$ cat config.mk
export PLATFORM = sky130hd
export DESIGN_NAME = counter999_ctrl_flat
export DESIGN_NICKNAME = d
export VERILOG_FILES = /design/src/rtl/counter999_if.sv /design/src/rtl/counter999_ctrl.sv /design/src/flat_wrapper.sv
export SDC_FILE = /design/constraint.sdc
export NUM_CORES = 1
export LEC_CHECK = 0
export CORE_UTILIZATION = 45
export CTS_CLUSTER_SIZE = 20
export DETAILED_ROUTE_END_ITERATION = 10
export GPL_TIMING_DRIVEN = 0
export PLACE_DENSITY_LB_ADDON = 0.1
export SLEW_MARGIN = 20
export SYNTH_ARGS = -nofsm -noshare
export SYNTH_HDL_FRONTEND = slang
export SYNTH_SLANG_ARGS = --single-unit
$ cat constraint.sdc
create_clock -name clk -period 4.4 [get_ports clk]
set_clock_uncertainty 0.1 [all_clocks]
set_input_delay 0.66 -clock clk [delete_from_list [all_inputs] [get_ports clk]]
set_output_delay 0.66 -clock clk [all_outputs]
set_load 0.02 [all_outputs]
$ cat src/rtl/counter999_if.sv
// Command/status bundle for the three-digit BCD counter controller.
interface counter999_if;
    logic        start;
    logic        stop;
    logic        clear;
    logic        auto_reload;
    logic [11:0] target;
    logic [3:0]  q1;
    logic [3:0]  q2;
    logic [3:0]  q3;
    logic        busy;
    logic        done;
    logic        wrap;
    logic        target_err;

    // Master issues commands and target, slave (the counter) reports status.
    modport master (
        output start, stop, clear, auto_reload, target,
        input  q1, q2, q3, busy, done, wrap, target_err
    );

    modport slave (
        input  start, stop, clear, auto_reload, target,
        output q1, q2, q3, busy, done, wrap, target_err
    );
endinterface

$ cat src/rtl/counter999_ctrl.sv
// Three-digit BCD up-counter (000..999) with prescaler, pause/resume,
// terminal-value match and optional auto-reload.
module counter999_ctrl #(
    parameter int unsigned PRESCALE = 1
) (
    input  logic         clk,
    input  logic         rst,
    counter999_if.slave  bus
);
    localparam logic [1:0] S_IDLE  = 2'd0;
    localparam logic [1:0] S_RUN   = 2'd1;
    localparam logic [1:0] S_PAUSE = 2'd2;
    localparam logic [1:0] S_DONE  = 2'd3;

    localparam logic [15:0] PRE_LAST = 16'(PRESCALE - 1);

    logic [1:0]  state;
    logic [15:0] presc;
    logic [3:0]  q1, q2, q3;
    logic        done_r, wrap_r, terr_r;
    // Set by an auto-reload match: the next tick loads 000 instead of counting.
    logic        reload_pend;

    logic        tick, carry1, carry2, all_nine, match, target_bad;
    logic [3:0]  n1, n2, n3;

    // BCD increment of the current count, rollover detect and target match.
    always_comb begin
        tick       = (presc == PRE_LAST);
        carry1     = (q1 == 4'd9);
        carry2     = carry1 && (q2 == 4'd9);
        n1         = carry1 ? 4'd0 : q1 + 4'd1;
        n2         = carry1 ? ((q2 == 4'd9) ? 4'd0 : q2 + 4'd1) : q2;
        n3         = carry2 ? ((q3 == 4'd9) ? 4'd0 : q3 + 4'd1) : q3;
        all_nine   = carry2 && (q3 == 4'd9);
        // Only the post-increment value is compared, so a start-load of 000
        // can never match; an illegal target can never match either.
        match      = ({n3, n2, n1} == bus.target);
        target_bad = (bus.target[3:0] > 4'd9) || (bus.target[7:4] > 4'd9) ||
                     (bus.target[11:8] > 4'd9);
    end

    // Control FSM, prescaler, digits and pulse outputs.
    always_ff @(posedge clk or posedge rst) begin
        if (rst) begin
            state       <= S_IDLE;
            presc       <= '0;
            q1          <= '0;
            q2          <= '0;
            q3          <= '0;
            done_r      <= 1'b0;
            wrap_r      <= 1'b0;
            terr_r      <= 1'b0;
            reload_pend <= 1'b0;
        end else begin
            done_r <= 1'b0;
            wrap_r <= 1'b0;
            terr_r <= target_bad;
            if (bus.clear) begin
                state       <= S_IDLE;
                presc       <= '0;
                q1          <= '0;
                q2          <= '0;
                q3          <= '0;
                reload_pend <= 1'b0;
            end else begin
                case (state)
                    S_IDLE, S_DONE: begin
                        // stop has nothing to pause here; start needs a legal target.
                        if (bus.start && !bus.stop && !terr_r) begin
                            state       <= S_RUN;
                            presc       <= '0;
                            q1          <= '0;
                            q2          <= '0;
                            q3          <= '0;
                            reload_pend <= 1'b0;
                        end
                    end
                    S_RUN: begin
                        if (bus.stop) begin
                            state <= S_PAUSE;
                        end else if (tick) begin
                            presc <= '0;
                            if (reload_pend) begin
                                q1          <= '0;
                                q2          <= '0;
                                q3          <= '0;
                                reload_pend <= 1'b0;
                            end else begin
                                q1     <= n1;
                                q2     <= n2;
                                q3     <= n3;
                                wrap_r <= all_nine;
                                if (match) begin
                                    done_r <= 1'b1;
                                    if (bus.auto_reload) reload_pend <= 1'b1;
                                    else                 state       <= S_DONE;
                                end
                            end
                        end else begin
                            presc <= presc + 16'd1;
                        end
                    end
                    S_PAUSE: begin
                        if (bus.start && !bus.stop) state <= S_RUN;
                    end
                    default: state <= S_IDLE;
                endcase
            end
        end
    end

    assign bus.q1         = q1;
    assign bus.q2         = q2;
    assign bus.q3         = q3;
    assign bus.busy       = (state == S_RUN) || (state == S_PAUSE);
    assign bus.done       = done_r;
    assign bus.wrap       = wrap_r;
    assign bus.target_err = terr_r;
endmodule

$ cat src/flat_wrapper.sv
// flat-port wrapper written by rule: the top's interface ports become plain ports
module counter999_ctrl_flat 
#(
    parameter int unsigned PRESCALE = 1
)
  (clk, rst, bus_start, bus_stop, bus_clear, bus_auto_reload, bus_target, bus_q1, bus_q2, bus_q3, bus_busy, bus_done, bus_wrap, bus_target_err);
  counter999_if bus_i ();
  input  logic clk;
  input  logic rst;
  input wire logic [$bits(bus_i.start)-1:0] bus_start;
  input wire logic [$bits(bus_i.stop)-1:0] bus_stop;
  input wire logic [$bits(bus_i.clear)-1:0] bus_clear;
  input wire logic [$bits(bus_i.auto_reload)-1:0] bus_auto_reload;
  input wire logic [$bits(bus_i.target)-1:0] bus_target;
  output wire logic [$bits(bus_i.q1)-1:0] bus_q1;
  output wire logic [$bits(bus_i.q2)-1:0] bus_q2;
  output wire logic [$bits(bus_i.q3)-1:0] bus_q3;
  output wire logic [$bits(bus_i.busy)-1:0] bus_busy;
  output wire logic [$bits(bus_i.done)-1:0] bus_done;
  output wire logic [$bits(bus_i.wrap)-1:0] bus_wrap;
  output wire logic [$bits(bus_i.target_err)-1:0] bus_target_err;
  assign bus_i.start = bus_start;
  assign bus_i.stop = bus_stop;
  assign bus_i.clear = bus_clear;
  assign bus_i.auto_reload = bus_auto_reload;
  assign bus_i.target = bus_target;
  assign bus_q1 = bus_i.q1;
  assign bus_q2 = bus_i.q2;
  assign bus_q3 = bus_i.q3;
  assign bus_busy = bus_i.busy;
  assign bus_done = bus_i.done;
  assign bus_wrap = bus_i.wrap;
  assign bus_target_err = bus_i.target_err;
  counter999_ctrl #(.PRESCALE(PRESCALE)) u_core (.clk(clk), .rst(rst), .bus(bus_i));
endmodule
==> flow_summary.ini, run 1 <==
[finish]
postLayoutCellArea_um2 = 2970
n_antenna_cell = 0
layout-drive-gt1-share_pct = 6.61
syn2layout_area_growth_pct = 20.4
final_nets = 358

[synth]
synth_seq_area_share_pct = 34.5
synthesis.nets = 319
synth_cell_type_count = 57
yosys_most_used_dff = sky130_fd_sc_hd__dfrtp_1
synth_area_leader_cell = sky130_fd_sc_hd__dfrtp_1
synth_seq_cells = 34
top_cells_by_area_synth = sky130_fd_sc_hd__dfrtp_1 35%, sky130_fd_sc_hd__o21ai_0 6.3%, sky130_fd_sc_hd__nand2_1 4.1%
syn_area_per_cell_um2 = 8.41
async_flop_share_pct = 100
post-synth-top-count-cell = sky130_fd_sc_hd__dfrtp_1
synthTopCellsByCount = 34 x sky130_fd_sc_hd__dfrtp_1, 31 x sky130_fd_sc_hd__o21ai_0, 27 x sky130_fd_sc_hd__nand2_1
synth_top_area_share_pct = 34.5
synthesis.area_um2 = 2460
syn_inst = 293
ys.warnings.count = 0
synth-edff-count = 0

[run_status]
status = completed

[timing]
setup_violating_endpoint_count_in_the_final_report = 0
max-slew-margin-rel_pct = 52.8
achievable-frequency_mhz = 370
report.final.hold_viol_count = 0
finalCriticalPeriod_ns = 2.70
worst_slew_pin_slew_ns = 0.707
slew_viol_final = 0
sum_of_negative_setup_slack_ns = 0
rsz0062_at_grt = false
final_min_period_over_clock_period_pct = 61.5
setup_ws_ns = 1.70

[global_routing]
grt_pass1_vias = 2158
grt_antenna_before_repair = 0
grt_pass1_wl_mm = 10.0
pin_count_of_the_biggest_net_entering_global_routing = 35
grt-ovfl-total = 0
track_usage_pct = 21.2

[power_and_ir_drop]
share_seq_of_total_power_pct = 46.4
leakage_nw = 1.12
comb_power_share_pct = 18.1
cellPowerDensity_nw_per_um2 = 235
total_power_w = 0.000698
vdd.ir_drop.worst_mv = 0.153
power.switching_fraction_pct = 28.9
p_sw_w = 0.000202
intPower_w = 0.000496
share_clk_of_total_power_pct = 35.5

[route]
totalWireLength_mm = 5.88
antenna_violating_nets_post_route = 0
drc = 0
first_pass_iters = 4
num_vias = 2387
detailedRoute.firstIterationViolations = 141
route.detailed.vias_per_inst = 5.92
wl_per_cell_um = 14.6

[worst_hold_path]
worst_hold_path_type = reg -> reg
timing.hold.worst.start = u_core.presc[14]
worstHoldPathCells = 1
min_to = u_core.presc[14]

[worst_setup_path]
worstPathArrival_ns = 2.76
reg2regPathDepth = 8
setup.worst_path.end_class = flip-flop
timing.rr.start = u_core.bus.q2[0]
rrSetupSlack_ns = 1.70
regToRegEndpoint = u_core.state[1]
critPathRequiredTime_ns = 4.45
worstSetupPathType = in -> reg
critPathLaunchType = input pin
worst-path-max-fanout = 9

[die]
core-area_um2 = 5200
initial_core_utilization_pct = 47.4
rows = 26
io_pins = 34
floorplan.die.height_um = 76.0
die_w_um = 76.0
fp.dieArea_um2 = 5780

[placed_design]
pre_cts_ws_ns = 1.42
portBuffers = 32
dp.final_hpwl_mm = 4.30
gp_congestion = 0.866
dpl_cell_area_um2 = 2870

[run]
maxCapViolations = 0

[cts]
cts.clk_slew.worst_paths_ns = 0.07
buffer_cell_driving_the_clock_tree_root = sky130_fd_sc_hd__clkbuf_8
cts_buffer_depth = 2
clock_insertion_delay_worst_skew_ns = 0.29
htreeDepth = 2
clock_sinks = 34
tritoncts = yes
holdBufCountCts = 0
cts.repair_timing.setup_buffer_count = 0
cts_repair_resize_count = 0
numCtsBuffers = 5
==> stage by stage <==
| step | util (%) | hold slack (ns) | instances |
|---|---|---|---|
| 2_1_floorplan | - | 0.392 | 293 |
| 3_3_place_gp | 55.2 | 0.429 | 395 |
| 3_5_place_dp | 55.2 | 0.430 | 395 |
| 4_1_cts | 57.0 | 0.443 | 403 |
| 5_1_grt | 57.0 | 0.478 | 403 |
| 6_report | 57.0 | 0.448 | 403 |
==> power by group through the flow <==
stage / sequential (W) / combinational [W] / clock (W)
after floorplan: 0.000331 / 0.0000756 / 0
after global placement: 0.000330 / 0.000124 / 0
after detailed placement: 0.000330 / 0.000126 / 0
after CTS: 0.000323 / 0.000127 / 0.000256
after global routing: 0.000324 / 0.000141 / 0.000270
final: 0.000324 / 0.000127 / 0.000248
==> flip-flops by register name (all words and copies together), names as in the netlist <==
name	cells
u_core.bus.q3	4
u_core.bus.target_err	1
u_core.bus.done	1
u_core.reload_pend	1
u_core.state	2
u_core.bus.wrap	1
u_core.bus.q2	4
u_core.presc	16
u_core.bus.q1	4
==> cells by family after synthesis <==
family | count (synthesis) | synth area share (%)
xor+xnor | 12 | 4.26
flops | 34 | 34.5
compound gates | 80 | 20.5
buf+inv | 26 | 4.67
simple gates | 131 | 31.2
mux | 2 | 0.812
fa+ha+maj | 8 | 4.06
==> critical path, stage by stage <==
cell	delay (ns)
sky130_fd_sc_hd__clkdlybuf4s50_1	0.48
sky130_fd_sc_hd__nand3b_1	0.08
sky130_fd_sc_hd__a21oi_1	0.44
sky130_fd_sc_hd__or2_2	0.20
sky130_fd_sc_hd__clkbuf_1	0.28
sky130_fd_sc_hd__nand2_1	0.29
sky130_fd_sc_hd__o21ai_0	0.22
sky130_fd_sc_hd__o21ai_0	0.11
==> routing by layer <==
layer  up-vias  GRT usage [%]  wire (µm)
li1       1170              -          -
met1      1137           30.0       2930
met2        71           33.5       2580
met3         9           3.35        282
met4         0           6.15         87
met5         -              0          0
==> area by class of cell <==
class | count | area [µm²]
fillers | 494 | 2240
multi-input cells | 233 | 1500
flip-flops and latches | 34 | 851
repair buffers | 32 | 320
well taps | 70 | 87.6
clock buffers | 6 | 82.6
plain buffers | 12 | 62.6
inverters | 14 | 52.6
clock inverters | 2 | 12.5
==> worst max path at each step <==
stage	start	endpoint	slack, ns	depth (start not counted)
floorplan	u_core.bus.q2[0]	u_core.bus.done	2.06	7
detailed placement	bus_start	u_core.bus.q2[2]	1.42	8
finish	bus_start	u_core.bus.q1[1]	1.70	8
global placement	bus_start	u_core.bus.q2[2]	1.43	8
global route	u_core.state[0]	u_core.bus.q3[2]	1.43	9
CTS	u_core.state[0]	u_core.bus.q2[2]	1.70	9
==> cell usage in the layout, fill, tap and decap left out, types with 4 or more instances in the layout <==
master and n:
sky130_fd_sc_hd__dfrtp_1 34, sky130_fd_sc_hd__clkdlybuf4s50_1 32, sky130_fd_sc_hd__o21ai_0 31, sky130_fd_sc_hd__nand2_1 27, sky130_fd_sc_hd__nor2_1 20, sky130_fd_sc_hd__a21oi_1 14, sky130_fd_sc_hd__inv_1 13, sky130_fd_sc_hd__nand3_1 11
sky130_fd_sc_hd__clkbuf_1 8, sky130_fd_sc_hd__ha_1 8, sky130_fd_sc_hd__nand2b_1 7, sky130_fd_sc_hd__nor4_1 7, sky130_fd_sc_hd__nor3_1 7, sky130_fd_sc_hd__xnor2_1 7, sky130_fd_sc_hd__nand4_1 6, sky130_fd_sc_hd__and3_1 6
sky130_fd_sc_hd__o31ai_1 6, sky130_fd_sc_hd__clkbuf_8 6, sky130_fd_sc_hd__nor4b_1 5, sky130_fd_sc_hd__or3_1 5, sky130_fd_sc_hd__xor2_1 5, sky130_fd_sc_hd__or4_1 5, sky130_fd_sc_hd__nand3b_1 4, sky130_fd_sc_hd__o22ai_1 4
sky130_fd_sc_hd__a211oi_1 4
No activity file was read; power rests on OpenSTA's default activity.
==> run 2: changes to the inputs <==
==> constraint.sdc (replaced) <==
create_clock -name clk -period 2.2 [get_ports clk]
set_clock_uncertainty 0.1 [all_clocks]
set_input_delay 0.33 -clock clk [delete_from_list [all_inputs] [get_ports clk]]
set_output_delay 0.33 -clock clk [all_outputs]
set_load 0.02 [all_outputs]
==> flow_summary.ini, run 2 (same netlist as run 1, synthesis figures left out) <==
[worst_setup_path]
critPathLaunchType = flip-flop
setup.worst_path.end_class = flip-flop
worst_path_max_delay_cell = sky130_fd_sc_hd__or4_4
worstPathArrival_ns = 2.40
worstPathBufferInverterCount = 2
cp_top_family = simple AND/OR/NAND/NOR gates
critPathRequiredTime_ns = 2.27
cpPeakStageDelay_ns = 0.56
critical_path.cell_chain = buf_6 > ha_2 > inv_1 > or4_4 > a311oi_4 > a211oi_1 > nand4_1 > o22ai_1
worst-path-max-fanout = 8
worstSetupPathType = reg -> reg

[global_routing]
grt_antenna_before_repair = 0
grt_pass1_wl_mm = 11.2
pin_count_of_the_biggest_net_entering_global_routing = 35
grt-ovfl-total = 0
track_usage_pct = 23.6
grt_pass1_vias = 2359

[route]
wl_per_cell_um = 16.2
num_vias = 2554
antenna_violating_nets_post_route = 0
first_pass_iters = 5
drc = 0
totalWireLength_mm = 6.88
detailedRoute.firstIterationViolations = 197
route.detailed.vias_per_inst = 6.01

[placed_design]
pre_cts_ws_ns = -0.320
dpl_cell_area_um2 = 2900
portBuffers = 32
dp.final_hpwl_mm = 4.37
gp_congestion = 0.832

[power_and_ir_drop]
leakage_nw = 1.35
cellPowerDensity_nw_per_um2 = 481
vdd.ir_drop.worst_mv = 0.315

[timing]
achievable-frequency_mhz = 429
finalCriticalPeriod_ns = 2.33
rsz0062_at_grt = true
max-slew-margin-rel_pct = 52.6
worst_slew_pin_slew_ns = 0.710
report.final.hold_viol_count = 0
setup_ws_ns = -0.130
setup_violating_endpoint_count_in_the_final_report = 4
final_min_period_over_clock_period_pct = 106
slew_viol_final = 0

[die]
core-area_um2 = 5200
rows = 26
die_w_um = 76.0
floorplan.die.height_um = 76.0
fp.dieArea_um2 = 5780
initial_core_utilization_pct = 47.4
io_pins = 34

[finish]
postLayoutCellArea_um2 = 3590
layout-drive-gt1-share_pct = 27.9
layout_common_cells = 32 x sky130_fd_sc_hd__clkdlybuf4s50_1, 28 x sky130_fd_sc_hd__dfrtp_1, 25 x sky130_fd_sc_hd__nand2_1, 21 x sky130_fd_sc_hd__o21ai_0, 20 x sky130_fd_sc_hd__buf_4
syn2layout_area_growth_pct = 45.8
final_nets = 380
finalCoreUtilization_pct = 69.0
final_common_cell = sky130_fd_sc_hd__clkdlybuf4s50_1
n_antenna_cell = 0
top_register = u_core.presc
largest_reg_flops = 16

[cts]
htreeDepth = 2
cts_buffer_depth = 2
numCtsBuffers = 5
clock_insertion_delay_worst_skew_ns = 0.29
cts.clk_slew.worst_paths_ns = 0.08
buffer_cell_driving_the_clock_tree_root = sky130_fd_sc_hd__clkbuf_8
holdBufCountCts = 0
clock_sinks = 34
tritoncts = yes

[run_status]
status = complete, but fails checks
violations = setup timing

[worst_hold_path]
worst_hold_path_type = in -> async

[run]
maxCapViolations = 0
==> run 2: changes by cell type in the layout (fill, tap and decap cells not counted), sizes merged <==
cell	previous run	this run
buf	4	29
bufinv	0	2
clkbuf	14	11
clkinv	1	0
clkinvlp	1	0
==> run 2: path summary, 6_finish.rpt <==
path	start	cells past startpoint	to	slack (ns)
worst max-delay path	u_core.bus.q2[0]	8	u_core.reload_pend	-0.13
worst min-delay path	rst	2	u_core.presc[6]	0.37
worst max register to register	u_core.bus.q2[0]	8	u_core.reload_pend	-0.13
worst min register to register	u_core.presc[14]	1	u_core.presc[14]	0.46
max in group asynchronous	rst	2	u_core.bus.q3[1]	1.13
min in group clk	u_core.presc[14]	1	u_core.presc[14]	0.46
==> run 2: per-layer routing <==
layer  up-vias  part of all wire (%)  GRT usage (%)
met5         -                     0              0
met4         0                   2.2           7.69
met3        13                   5.6           3.95
met2        73                    46           36.8
met1      1262                    46           33.3
li1       1206                     -              -
==> run 2: metrics by stage <==
step	total power [W]	cells	TNS (ns)	hold slack (ns)
after floorplan	0.000815	293	-0.0697	0.371
after global placement	0.000910	395	-4.46	0.432
after detailed placement	0.000912	395	-4.59	0.440
after CTS	0.00167	414	-0.330	0.400
after global routing	0.00180	425	-1.12	0.443
final	0.00173	425	-0.478	0.368
==> run 2: worst reg2reg max path, cell delays in order, from the launching register on <==
cell,delay [ns]
sky130_fd_sc_hd__dfrtp_2,0.41
sky130_fd_sc_hd__buf_6,0.14
sky130_fd_sc_hd__ha_2,0.20
sky130_fd_sc_hd__inv_1,0.08
sky130_fd_sc_hd__or4_4,0.56
sky130_fd_sc_hd__a311oi_4,0.33
sky130_fd_sc_hd__a211oi_1,0.08
sky130_fd_sc_hd__nand4_1,0.20
sky130_fd_sc_hd__o22ai_1,0.12
==> run 2: where the power goes <==
part	internal [W]	switching, W	total, W
logic	0.000160	0.000190	0.000350
clock network	0.000484	0.000250	0.000734
registers	0.000635	0.00000969	0.000644
==> run 2: layout make-up <==
| cell class | instances | area, µm² |
|---|---|---|
| Clock buffer | 6 | 82.6 |
| Tap cell | 70 | 87.6 |
| Timing Repair Buffer | 56 | 546 |
| Multi-Input combinational cell | 233 | 1820 |
| Clock inverter | 2 | 60.1 |
| Fill cell | 415 | 1610 |
| Buffer | 10 | 88.8 |
| Inverter | 14 | 52.6 |
| Sequential cell | 34 | 858 |
==> run 2: timing repair <==
| item | CTS | global route |
|---|---|---|
| setup buffers | 13 | 10 |
| gates cloned | 0 | 1 |
| pin swaps | 12 | 8 |
| resized for setup | 38 | 44 |
| endpoints found under the setup margin | 27 | 26 |
==> run 3: changes to the inputs <==
--- a/config.mk
+++ b/config.mk
@@ -5,11 +5,11 @@
 export SDC_FILE = /design/constraint.sdc
 export NUM_CORES = 1
 export LEC_CHECK = 0
-export CORE_UTILIZATION = 45
+export CORE_UTILIZATION = 50
 export CTS_CLUSTER_SIZE = 20
 export DETAILED_ROUTE_END_ITERATION = 10
 export GPL_TIMING_DRIVEN = 0
-export PLACE_DENSITY_LB_ADDON = 0.1
+export PLACE_DENSITY = 0.82
 export SLEW_MARGIN = 20
 export SYNTH_ARGS = -nofsm -noshare
 export SYNTH_HDL_FRONTEND = slang
==> flow_summary.ini, run 3 (same netlist as run 1, synthesis figures left out) <==
[run_status]
status = complete, but fails checks
violations = setup timing

[cts]
buffer_cell_driving_the_clock_tree_root = sky130_fd_sc_hd__clkbuf_8
cts_buffer_depth = 2
tritoncts = yes
htreeDepth = 2
cts.clk_slew.worst_paths_ns = 0.07
numCtsBuffers = 5
clock_sinks = 34
clock_insertion_delay_worst_skew_ns = 0.29

[finish]
filler_free_cell_count_of_the_finished_design = 426
syn2layout_area_growth_pct = 43.4
n_antenna_cell = 0
filler_cell_count = 312
final_nets = 385
top_register = u_core.presc
area_used_by_sequential_logic_in_the_layout_um2 = 858
area_taken_by_multi_input_logic_gates_um2 = 1840
final_common_cell = sky130_fd_sc_hd__clkdlybuf4s50_1
postLayoutCellArea_um2 = 3530
layout-drive-gt1-share_pct = 29.0
largest_reg_flops = 16
layout_common_cells = 31 x sky130_fd_sc_hd__clkdlybuf4s50_1, 28 x sky130_fd_sc_hd__buf_4, 28 x sky130_fd_sc_hd__dfrtp_1, 25 x sky130_fd_sc_hd__o21ai_0, 25 x sky130_fd_sc_hd__nand2_1

[route]
num_vias = 2771
detailedRoute.firstIterationViolations = 228
drc = 0
route.detailed.vias_per_inst = 6.50
first_pass_iters = 5
antenna_violating_nets_post_route = 0
totalWireLength_mm = 7.78
wl_per_cell_um = 18.3

[power_and_ir_drop]
power.switching_fraction_pct = 29.4
p_sw_w = 0.000436
share_seq_of_total_power_pct = 43.6
intPower_w = 0.00105
share_clk_of_total_power_pct = 32.1
leakage_nw = 1.35
comb_power_share_pct = 24.3
cellPowerDensity_nw_per_um2 = 419
vdd.ir_drop.worst_mv = 0.242

[timing]
setup_violating_endpoint_count_in_the_final_report = 7
final_min_period_over_clock_period_pct = 109
sum_of_negative_setup_slack_ns = -0.524
setup_ws_ns = -0.196
achievable-frequency_mhz = 417
slew_viol_final = 0
rsz0062_at_grt = true
worst_slew_pin_slew_ns = 0.735
finalCriticalPeriod_ns = 2.40
max-slew-margin-rel_pct = 50.9
report.final.hold_viol_count = 0
holdWs_ns = 0.386

[worst_setup_path]
worst-path-max-fanout = 10
worstPathArrival_ns = 2.47
critPathRequiredTime_ns = 2.28
worstPathBufferInverterCount = 2
critical_path.cell_chain = buf_2 > and4bb_2 > buf_4 > a21oi_1 > a311oi_2 > nor4_4 > nand2_1 > a2111oi_4
worstSetupPathType = reg -> reg
worst_path_max_delay_cell = sky130_fd_sc_hd__dfrtp_1
setup.worst_path.end_class = flip-flop
cpPeakStageDelay_ns = 0.38
critPathLaunchType = flip-flop
cp_top_family = compound AO/OA/AOI/OAI gates

[placed_design]
gp_congestion = 0.927
dp.final_hpwl_mm = 4.44
pre_cts_ws_ns = -0.351
dpl_cell_area_um2 = 2900
place_inst = 392
portBuffers = 32

[die]
io_pins = 34
die_w_um = 72.2
rows = 25
fp.dieArea_um2 = 5210
core-area_um2 = 4720
initial_core_utilization_pct = 52.2
floorplan.die.height_um = 72.2

[global_routing]
track_usage_pct = 28.1
grt_pass1_vias = 2479
pin_count_of_the_biggest_net_entering_global_routing = 35
grt-ovfl-total = 0
grt_pass1_wl_mm = 11.5
grt_antenna_before_repair = 0

[run]
maxCapViolations = 0

[worst_hold_path]
worst_hold_path_type = in -> async
==> run 3: changes by cell type in the layout (fill, tap and decap cells not counted), sizes merged <==
cell	change
clkdlybuf4s50	-1
and3b	+1
buf	+5
dlymetal6s2s	+1
bufinv	-2
==> run 3: timing repair <==
action,CTS,global route
hold buffers,0,0
buffers inserted,17,11
setup endpoints to repair,27,28
resized for setup,45,34
cloned,1,0
pin swaps,18,11
endpoints found under the hold margin,0,0
==> run 3: cell type report <==
cell class | instances | area share [%]
Multi-Input combinational cell | 234 | 52.0
Sequential cell | 34 | 24.3
Timing Repair Buffer | 60 | 15.3
Clock buffer | 7 | 2.44
Tap cell | 67 | 2.37
Buffer | 10 | 2.09
Inverter | 14 | 1.49
==> run 3: final timing paths <==
kind / cells after the start / from / slack (ns) / end
min: 2 / rst / 0.39 / u_core.presc[15]
min reg2reg: 1 / u_core.presc[14] / 0.46 / u_core.presc[14]
max in group asynchronous: 2 / rst / 1.10 / u_core.bus.q2[2]
max: 8 / u_core.bus.q1[1] / -0.20 / u_core.bus.done
max reg2reg: 8 / u_core.bus.q1[1] / -0.20 / u_core.bus.done
min in group clk: 1 / u_core.presc[14] / 0.46 / u_core.presc[14]
==> run 3: power by group through the flow <==
stage	Combinational (W)	Clock, W	Sequential, W
2_1_floorplan	0.000153	0	0.000662
3_3_place_gp	0.000247	0	0.000659
3_5_place_dp	0.000255	0	0.000660
4_1_cts	0.000299	0.000472	0.000645
5_1_grt	0.000388	0.000496	0.000648
6_report	0.000359	0.000475	0.000646
==> run 3: through the flow <==
step	utilization, %	total power, W
final	74.8	0.00148
after global routing	74.8	0.00153
after CTS	70.7	0.00142
after detailed placement	61.4	0.000915
after global placement	61.4	0.000906
after floorplan	-	0.000815
==> run 3: routing by layer <==
metal / global-route usage [%] / wire length (µm)
met1: 36.7 / 3220
met2: 46.3 / 3740
met3: 6.11 / 550
met4: 8.93 / 273
met5: 0 / 0
